`config.mk`:
```
export PLATFORM = sky130hd
export DESIGN_NAME = updown_mod_counter
export DESIGN_NICKNAME = d
export VERILOG_FILES = /design/src/rtl/updown_counter_pkg.sv /design/src/rtl/cnt_prescaler.sv /design/src/rtl/updown_mod_counter.sv
export SDC_FILE = /design/constraint.sdc
export NUM_CORES = 1
export LEC_CHECK = 0
export BUFFER_PORTS_ARGS = -buffer_cell sky130_fd_sc_hd__clkbuf_2
export CAP_MARGIN = 20
export CORE_AREA = 2 2 39 41
export DETAILED_ROUTE_END_ITERATION = 6
export DIE_AREA = 0 0 41 43
export PLACE_DENSITY = 0.64
export SLEW_MARGIN = 20
export SYNTH_ARGS = -nofsm -noshare
export SYNTH_HDL_FRONTEND = slang
export SYNTH_SLANG_ARGS = --single-unit
```
`constraint.sdc`:
```
create_clock -name clock -period 3.61 [get_ports clock]
set_input_delay 0.5415 -clock clock [delete_from_list [all_inputs] [get_ports clock]]
set_output_delay 0.5415 -clock clock [all_outputs]
set_load 0.02 [all_outputs]
```
`src/rtl/updown_counter_pkg.sv`:
```
//==============================================================================
// Module      : updown_counter_pkg
// Description : Direction constants and load-clamp helper shared by the
//               up/down modulo counter and its prescaler.
// Revision    : 1.0 - initial release
//==============================================================================
`default_nettype none

package updown_counter_pkg;

  localparam logic DIR_UP = 1'b1;
  localparam logic DIR_DN = 1'b0;

  // Largest value the counter may hold for a given modulus.
  function automatic int unsigned clamp_value(input int unsigned modulus);
    return modulus - 1;
  endfunction

endpackage

`default_nettype wire

```
`src/rtl/cnt_prescaler.sv`:
```
//==============================================================================
// Module      : cnt_prescaler
// Description : Divides enabled clocks by PRESCALE and emits a step tick.
// Revision    : 1.0 - initial release
//==============================================================================
`default_nettype none

module cnt_prescaler #(
  parameter int PRESCALE = 1
) (
  input  logic clock,
  input  logic reset,
  input  logic en,
  input  logic clr,
  output logic tick
);

  localparam int              c_PW   = (PRESCALE > 1) ? $clog2(PRESCALE) : 1;
  localparam logic [c_PW-1:0] c_LAST = c_PW'(PRESCALE - 1);

  logic [c_PW-1:0] r_cnt;
  logic            w_tick;

  generate
    if (PRESCALE < 1) begin : g_bad_prescale
      $fatal(1, "cnt_prescaler: PRESCALE must be >= 1");
    end
  endgenerate

  // With PRESCALE = 1, c_LAST is 0, so the phase counter never leaves 0.
  assign w_tick = en & ~clr & (r_cnt == c_LAST);
  assign tick   = w_tick;

  always_ff @(posedge clock or negedge reset) begin
    if (!reset) begin
      r_cnt <= '0;
    end else if (clr || w_tick) begin
      r_cnt <= '0;
    end else if (en) begin
      r_cnt <= r_cnt + 1'b1;
    end
  end

endmodule

`default_nettype wire

```
`src/rtl/updown_mod_counter.sv`:
```
//==============================================================================
// Module      : updown_mod_counter
// Description : Synchronous up/down modulo counter with enable, clamped load,
//               prescaler and one-cycle terminal-count pulse.
//               Define UPDOWN_MOD_COUNTER_SATURATE_EN to saturate instead of wrap.
// Revision    : 1.0 - initial release
//==============================================================================
`default_nettype none

module updown_mod_counter
  import updown_counter_pkg::*;
#(
  parameter int WIDTH    = 4,
  parameter int MODULUS  = 16,
  parameter int PRESCALE = 1
) (
  input  logic             clock,
  input  logic             reset,
  input  logic             en,
  input  logic             up_dn,
  input  logic             load,
  input  logic [WIDTH-1:0] load_val,
  output logic [WIDTH-1:0] q,
  output logic             tc
);

  localparam logic [WIDTH-1:0] c_MAX = WIDTH'(clamp_value(MODULUS));

  logic [WIDTH-1:0] r_q;
  logic             r_tc;
  logic [WIDTH-1:0] w_q_nxt;
  logic             w_tc_nxt;
  logic             w_tick;

  generate
    if ((MODULUS < 2) || (longint'(MODULUS) > (longint'(1) << WIDTH))) begin : g_bad_modulus
      $fatal(1, "updown_mod_counter: MODULUS must satisfy 2 <= MODULUS <= 2**WIDTH");
    end
  endgenerate

  cnt_prescaler #(
    .PRESCALE (PRESCALE)
  ) u_prescaler (
    .clock (clock),
    .reset (reset),
    .en    (en),
    .clr   (load),
    .tick  (w_tick)
  );

  always_comb begin
    w_q_nxt  = r_q;
    w_tc_nxt = 1'b0;
    if (load) begin
      // MODULUS may be 2**WIDTH, so compare against the top value instead.
      w_q_nxt = (load_val > c_MAX) ? c_MAX : load_val;
    end else if (w_tick) begin
      if (up_dn == DIR_UP) begin
        if (r_q == c_MAX) begin
          w_tc_nxt = 1'b1;
`ifdef UPDOWN_MOD_COUNTER_SATURATE_EN
          w_q_nxt  = r_q;
`else
          w_q_nxt  = '0;
`endif
        end else begin
          w_q_nxt = r_q + 1'b1;
        end
      end else begin
        if (r_q == '0) begin
          w_tc_nxt = 1'b1;
`ifdef UPDOWN_MOD_COUNTER_SATURATE_EN
          w_q_nxt  = r_q;
`else
          w_q_nxt  = c_MAX;
`endif
        end else begin
          w_q_nxt = r_q - 1'b1;
        end
      end
    end
  end

  always_ff @(posedge clock or negedge reset) begin
    if (!reset) begin
      r_q  <= '0;
      r_tc <= 1'b0;
    end else begin
      r_q  <= w_q_nxt;
      r_tc <= w_tc_nxt;
    end
  end

  assign q  = r_q;
  assign tc = r_tc;

endmodule

`default_nettype wire

```
## Word level (Yosys, flattened, before mapping)

Cells that the tools add are included.

| cells by class | value |
|---|---|
| $add $sub $neg | 3 |
| magnitude comparators | 1 |
| eq/ne operators | 1 |
| mux-type cells | 13 |
| bitwise logic cells | 4 |
| reductions and logical operators | 4 |

Operator list:

| cell | count |
|---|---|
| $mux 4 | 6 |
| $mux 1 | 7 |
| $add 4x1->4 const B | 1 |
| $eq 4x4->1 const B | 1 |
| $gt 4x4->1 const B | 1 |
| $logic_not 4->1 | 1 |
| $reduce_bool 2->1 | 2 |
| $sub 4x1->4 const B | 1 |
| $and 1x1->1 | 2 |
| $not 1->1 | 2 |
| $add 1x1->1 const B | 1 |
| $logic_or 1x1->1 | 1 |

| word-level totals | value |
|---|---|
| bits in registers | 6 |
| input bits | 9 |
| output and inout port bits | 5 |
| word-level logic and storage cells | 29 |

## Longest topological paths before layout

Gate-level depths: netlist of run 1.

| logic depth | value |
|---|---|
| word-level depth | 5 |
| mapped depth | 6 |
| mapped depth without buffers | 6 |

## Hierarchy

Synthesis of run 1 repeated with hierarchy kept, for this count alone.

| unflattened totals | value |
|---|---|
| cells, all modules | 41 |
| area total of the unflattened synthesis | 382.9 um^2 |

Modules (own cells, without submodules):

| module | times used | cells each | area an instance (um^2) | sequential area each (um^2) |
|---|---|---|---|---|
| updown_mod_counter | 1 | 38 | 342.8 | 125.1 |
| cnt_prescaler | 1 | 3 | 40.0 | 25.0 |

## Worst setup path before layout of run 1

No wires, ideal clock.

| path | value |
|---|---|
| kind | register to register |
| start point | register r_q[0], in the netlist q[0] |
| end point | register r_q[0], in the netlist q[0] |
| setup time | 0.077 ns |
| arrival | 1.573 ns |
| required time | 3.533 ns |
| slack | 1.961 ns |
| cell stages (with the launch flop) | 7 |
| path buffers | 0 |
| clock period less this slack | 1.649 ns |
| path through | dfrtp_1 > inv_1 > ha_1 > or3b_1 > a221oi_1 > a21oi_1 > o21ai_1 |

| on the way | value |
|---|---|
| longest elaborated chain between the ends | 5 |
| elaborated cells between the ends (all ways) | 9 |
| those cells by class | add/sub: 2; eq/ne: 1; mux: 5; reduce/logical: 1 |

RTL lines:

| item | RTL line | source |
|---|---|---|
| start, declared | updown_mod_counter.sv:29 | `logic [WIDTH-1:0] r_q;` |
| start signal, assigned | updown_mod_counter.sv:89 | `r_q <= w_q_nxt;` |
| $sub 4x1->4, or another cell as far along | updown_mod_counter.sv:78 | `w_q_nxt = r_q - 1'b1;` |
| $mux 4 (on tied branches) | updown_mod_counter.sv:70, updown_mod_counter.sv:59 |  |
| $mux 4 (*) | updown_mod_counter.sv:58 | `if (up_dn == DIR_UP) begin` |
| $mux 4 (*) | updown_mod_counter.sv:57 | `end else if (w_tick) begin` |
| $mux 4 (*) | updown_mod_counter.sv:54 | `if (load) begin` |

Mark *: on every way between the ends. The rest lies on a longest branch, timed or not. The select of a mux whose other input is x is not followed.
A chain may end at the register's enable or synchronous reset.

## Final worst setup path of run 1

Ends and elaborated chain as after synthesis.

==> flow_metrics.py, run 1 <==
metrics = {
    "synth": {
        "synth_edf_count": 0,
        "ys_seq_elements": 6,
        "syn_avg_cell_area_um2": 8.48,
        "netlist_instances": 49,
        "ys_top_cells_by_area": "dfrtp_1, ha_1, a21oi_1",
        "synth.distinct_cells": 27,
        "synth.cell_area_um2": 415,
        "synthDominantCellAreaShare": 0.361,
        "synth_nets": 60,
        "yosysSeqAreaShare": 0.361,
        "ys_warn_count": 0,
        "synth-main-ff-cell": "dfrtp_1",
        "synth_commonest_cells": "dfrtp_1, nor2_1, a21oi_1, nand2_1, o21ai_0",
        "yosysMostFrequentCell": "dfrtp_1",
        "synth-async-reset-ratio": 1.00,
        "yosysTopAreaCell": "dfrtp_1",
    },
    "clock_network": {
        "htreeDepth": 1,
        "postCtsSetupBuffers": 0,
        "cts.sinks": 6,
        "post_cts_resized": 0,
        "cts_made_buffers": 3,
        "cts_tree": "built",
        "clock_path_buffers": 2,
        "clock_latency_ps": 240,
        "clk_pin_slew_ps": 40,
        "hold_buffers": 0,
        "cts_root_buf": "clkbuf_4",
    },
    "placed_design": {
        "portBuffers": 13,
        "place_congestion": 0.783,
        "hpwl_um": 641,
    },
    "layout": {
        "multi_input_area_um2": 238,
        "fillers": 137,
        "diodes": 0,
        "final_core_util": 0.369,
        "fin_nets": 75,
        "final-seq-area_um2": 150,
        "drive_above_1_share": 0.306,
        "area_growth_pct": 22.9,
    },
    "critical_path": {
        "ff2ff_setup_slack_ps": 1930,
        "cp_max_fo": 9,
        "r2r_start": "q[0]",
        "arrival_ps": 1840,
        "r2r_cells": 6,
        "timing.rr.end": "q[0]",
        "required_ps": 3770,
        "worst_setup_path_start_kind": "register",
        "critPathKind": "register to register",
        "end_kind": "register",
    },
    "floorplanning": {
        "die-height_um": 43,
        "rows": 14,
        "design.core.area_um2": 1380,
        "io_pins": 14,
        "die_area_um2": 1760,
        "initial_core_util": 0.300,
        "die_w_um": 41,
    },
    "timing": {
        "max_freq_ghz": 0.596,
        "hold_viol": 0,
        "fin_worst_skew_ps": 1.36,
        "tns_ps": 0,
        "fin_crit_sh": 0.465,
        "slew_headroom": 0.804,
        "finalSetupViolCount": 0,
        "rsz0062_at_grt": "false",
        "period_minus_slack_ps": 1680,
        "maxSlewViolCount": 0,
        "worst_slew_pin_slew_ps": 293,
    },
    "route": {
        "wl_per_cell_um": 10.8,
        "highest_layer": "met3",
        "drc_errors": 0,
        "drt-vias-per-instance": 4.82,
        "drt_iter0_drc": 4,
        "wirelength_um": 845,
        "dr.pass1.iters": 4,
        "drt-met1-wl_um": 392,
        "wl_met2_um": 384,
        "ant_nets": 0,
        "num_vias": 376,
        "dr_wl_met3_um": 68,
    },
    "power_and_ir_drop": {
        "power_frac_seq": 0.418,
        "p_comb_frac": 0.292,
        "leakagePower_uw": 0.000246,
        "clockPowerShare": 0.290,
        "sw_frac_of_total": 0.328,
        "switchingPower_uw": 67.0,
        "irDropWorstVdd_mv": 0.192,
        "power_density_nw_per_um2": 400,
        "p_int_uw": 137,
    },
    "global_route": {
        "antenna_found_initial": 0,
        "grt.total_usage": 0.116,
        "grt_overflow": 0,
        "grt_max_degree": 12,
        "grt_pass1_wl_um": 1340,
        "first_global_vias": 324,
    },
    "status": {
        "outcome": "completed",
    },
    "job": {
        "drv_cap": 0,
    },
    "worst_hold_path": {
        "hold_path.class": "primary input to async pin",
    },
}
[placed cells by master (no fill, tap or decap), types with 2 or more instances in the layout]
cell type / netlist / routed
nand2_1: 4 / 4
dfrtp_1: 6 / 6
nor2_1: 5 / 5
inv_1: 3 / 3
a21oi_1: 4 / 4
o21ai_0: 4 / 4
clkbuf_4: 0 / 3
clkbuf_2: 0 / 13
ha_1: 2 / 2
[through the flow]
step / area, um2 / instances / setup slack [ps] / power, uW / hold WS, ps
after CTS: 510 / 78 / 1920 / 209 / 119
after global placement: 488 / 75 / 1970 / 145 / 377
final: 510 / 78 / 1930 / 204 / 120
after global routing: 510 / 78 / 1810 / 221 / 126
after detailed placement: 488 / 75 / 1940 / 146 / 378
after floorplan: 415 / 49 / 1960 / 127 / 246
[worst max-delay path, cell delays in order (launching register included)]
cell      delay (ps)
dfrtp_1          470
inv_1            100
ha_1             170
or3b_1           370
a221oi_1         290
a21oi_1           70
o21ai_1          130
[worst max path at each step]
stage               start    to  slack [ps]  depth (start not counted)
CTS                  q[0]  q[0]        1920                          6
global route         q[0]  q[0]        1810                          6
finish               q[0]  q[0]        1930                          6
detailed placement   q[0]  q[0]        1940                          6
global placement     q[0]  q[0]        1970                          6
floorplan            q[0]  q[0]        1960                          6
[final cells by class]
class	instances	area share
Timing Repair Buffer	13	0.127
Sequential cell	6	0.294
Inverter	4	0.0294
Tap cell	16	0.0392
Clock buffer	3	0.0441
Multi-Input combinational cell	36	0.466
[routing by layer]
metal  global-route usage  vias to the layer above
li1                     -                      199
met1                0.150                      163
met2                0.159                       14
met3               0.0785                        0
met4               0.0200                        0
met5                    0                        -
[sequential cells by signal, summed over array words and instances (netlist names)]
signal / cells
tc: 1
u_prescaler.r_cnt: 1
q: 4
[power by group through the flow]
stage	clock network (uW)	logic, uW	registers [uW]
after detailed placement	0	59.9	86.1
after CTS	63.1	60.3	85.1
final	59.2	59.7	85.3
after global routing	66.5	67.3	86.9
after global placement	0	58.7	85.9
after floorplan	0	36.3	91.0
[cells by family (layout without fill, tap and decap cells)]
| family | count (synthesis) | in the layout | synth area share |
|---|---|---|---|
| flip-flops | 6 | 6 | 0.361 |
| AND/OR/NAND/NOR | 15 | 15 | 0.181 |
| buffers and inverters | 7 | 20 | 0.0662 |
| AO/OA/AOI/OAI | 16 | 16 | 0.265 |
| multiplexers | 1 | 1 | 0.0241 |
| adder cells (fa/ha/maj) | 2 | 2 | 0.0602 |
| XOR/XNOR | 2 | 2 | 0.0422 |
No activity file was read; power rests on OpenSTA's default activity.
==> inputs of run 2 (changes only) <==
Clock period 3.61 ns to 1.55 ns, I/O delays scaled along.
==> run 2 against run 1 <==
- clock power rose to 2.7 times the previous value
- non-clock buffer count grew 6
- die area stayed put
- sequential cell count stayed put
- sequential power grew 120%
- critical path depth stayed put
- critical endpoint unchanged
==> flow_metrics.py, run 2 (synthesized netlist as in run 1, its figures left out) <==
metrics = {
    "clock_network": {
        "htreeDepth": 1,
        "clk_pin_slew_ps": 50,
        "cts_made_buffers": 3,
        "clock_latency_ps": 240,
        "cts_tree": "built",
        "clock_path_buffers": 2,
        "cts.sinks": 6,
        "post_cts_resized": 0,
        "cts_root_buf": "clkbuf_4",
    },
    "layout": {
        "area_growth_pct": 41.0,
        "final-seq-area_um2": 153,
        "fin_nets": 81,
        "mostFrequentLayoutCells": "clkbuf_2, nor2_1, buf_4",
        "drive_above_1_share": 0.435,
        "fillers": 154,
        "largest_reg_flops": 4,
        "layout_commonest_cell": "clkbuf_2",
        "final_cells": 85,
        "diodes": 0,
        "multi_input_area_um2": 259,
    },
    "critical_path": {
        "r2r_cells": 6,
        "arrival_ps": 1700,
        "r2r_start": "q[0]",
        "required_ps": 1720,
        "cp_max_fo": 4,
        "critPathKind": "register to register",
        "timing.rr.end": "q[0]",
        "worst_setup_path_start_kind": "register",
        "ff2ff_setup_slack_ps": 20,
        "end_kind": "register",
    },
    "timing": {
        "fin_worst_skew_ps": 2.48,
        "period_minus_slack_ps": 1530,
        "hold_viol": 0,
        "max_freq_ghz": 0.653,
        "fin_crit_sh": 0.988,
        "worst_slew_pin_slew_ps": 343,
        "slew_headroom": 0.771,
        "finalSetupViolCount": 0,
        "tns_ps": 0,
        "rsz0062_at_grt": "true",
        "maxSlewViolCount": 0,
    },
    "placed_design": {
        "dpl.cell_count": 79,
        "place_congestion": 0.760,
        "hpwl_um": 731,
        "portBuffers": 13,
    },
    "power_and_ir_drop": {
        "power_density_nw_per_um2": 917,
        "leakagePower_uw": 0.000275,
        "irDropWorstVdd_mv": 0.446,
    },
    "route": {
        "ant_nets": 0,
        "drt-vias-per-instance": 5.08,
        "num_vias": 432,
        "drc_errors": 0,
        "wirelength_um": 968,
        "wl_per_cell_um": 11.4,
        "dr.pass1.iters": 4,
        "drt_iter0_drc": 14,
    },
    "global_route": {
        "first_global_vias": 390,
        "grt.total_usage": 0.135,
        "grt_pass1_wl_um": 1640,
        "grt_overflow": 0,
        "grt_max_degree": 12,
        "antenna_found_initial": 0,
    },
    "job": {
        "drv_cap": 0,
    },
    "worst_hold_path": {
        "worstHoldPathCells": 2,
        "holdPathEnd": "u_prescaler.r_cnt",
        "hold_path.class": "primary input to register",
        "hp-start": "en",
    },
    "floorplanning": {
        "initial_core_util": 0.300,
        "rows": 14,
        "io_pins": 14,
        "die_area_um2": 1760,
        "die_w_um": 41,
        "design.core.area_um2": 1380,
        "die-height_um": 43,
    },
    "status": {
        "outcome": "completed",
    },
}
[run 2: how the worst max path moves through the flow]
stage	depth (start not counted)	slack, ps	end	start
2_1_floorplan	6	4	q[0]	q[0]
3_3_place_gp	6	60	q[0]	q[0]
3_5_place_dp	6	2	q[0]	q[0]
4_1_cts	6	3	q[0]	q[0]
5_1_grt	6	-60	q[0]	q[1]
6_report	6	20	q[0]	q[0]
[run 2: where the power goes]
| group | switching [uW] | internal [uW] |
|---|---|---|
| Combinational | 102 | 91.5 |
| Clock | 58.9 | 97.7 |
| Sequential | 14.7 | 172 |
| Total | 176 | 361 |
[run 2: critical path: stages (launching register included)]
cell and delay, ps:
dfrtp_2 430, inv_2 80, ha_4 130, or3b_4 380, a221oi_2 240, a21oi_1 70
o21ai_1 130
[run 2: what timing repair did]
item	CTS	global route
setup buffers	1	0
hold buffers	1	0
setup endpoints to repair	1	1
pin swaps	0	0
hold endpoints to repair	6	0
[run 2: metrics by stage]
step | instance area (um2) | worst slack, ps | hold WS (ps) | power [uW] | utilization
after CTS | 586 | 2.62 | 156 | 548 | 0.423
after global placement | 542 | 55.3 | 63.4 | 375 | 0.392
after floorplan | 439 | 4.34 | -63.1 | 312 | -
final | 586 | 18.6 | 163 | 537 | 0.423
after global routing | 586 | -62.1 | 179 | 581 | 0.423
after detailed placement | 542 | 1.91 | 64.0 | 378 | 0.392
[run 2: layout make-up]
class	count	share of cell area
clock buffer	4	0.0449
inverter	4	0.0256
multi-input combinational	36	0.442
sequential	6	0.261
tap	16	0.0342
timing repair buffer	19	0.192
[run 2: layer usage]
layer / global-route usage / part of all wire
met5: 0 / 0
met4: 0.0200 / 0
met3: 0.0628 / 0.10
met2: 0.213 / 0.49
met1: 0.166 / 0.40
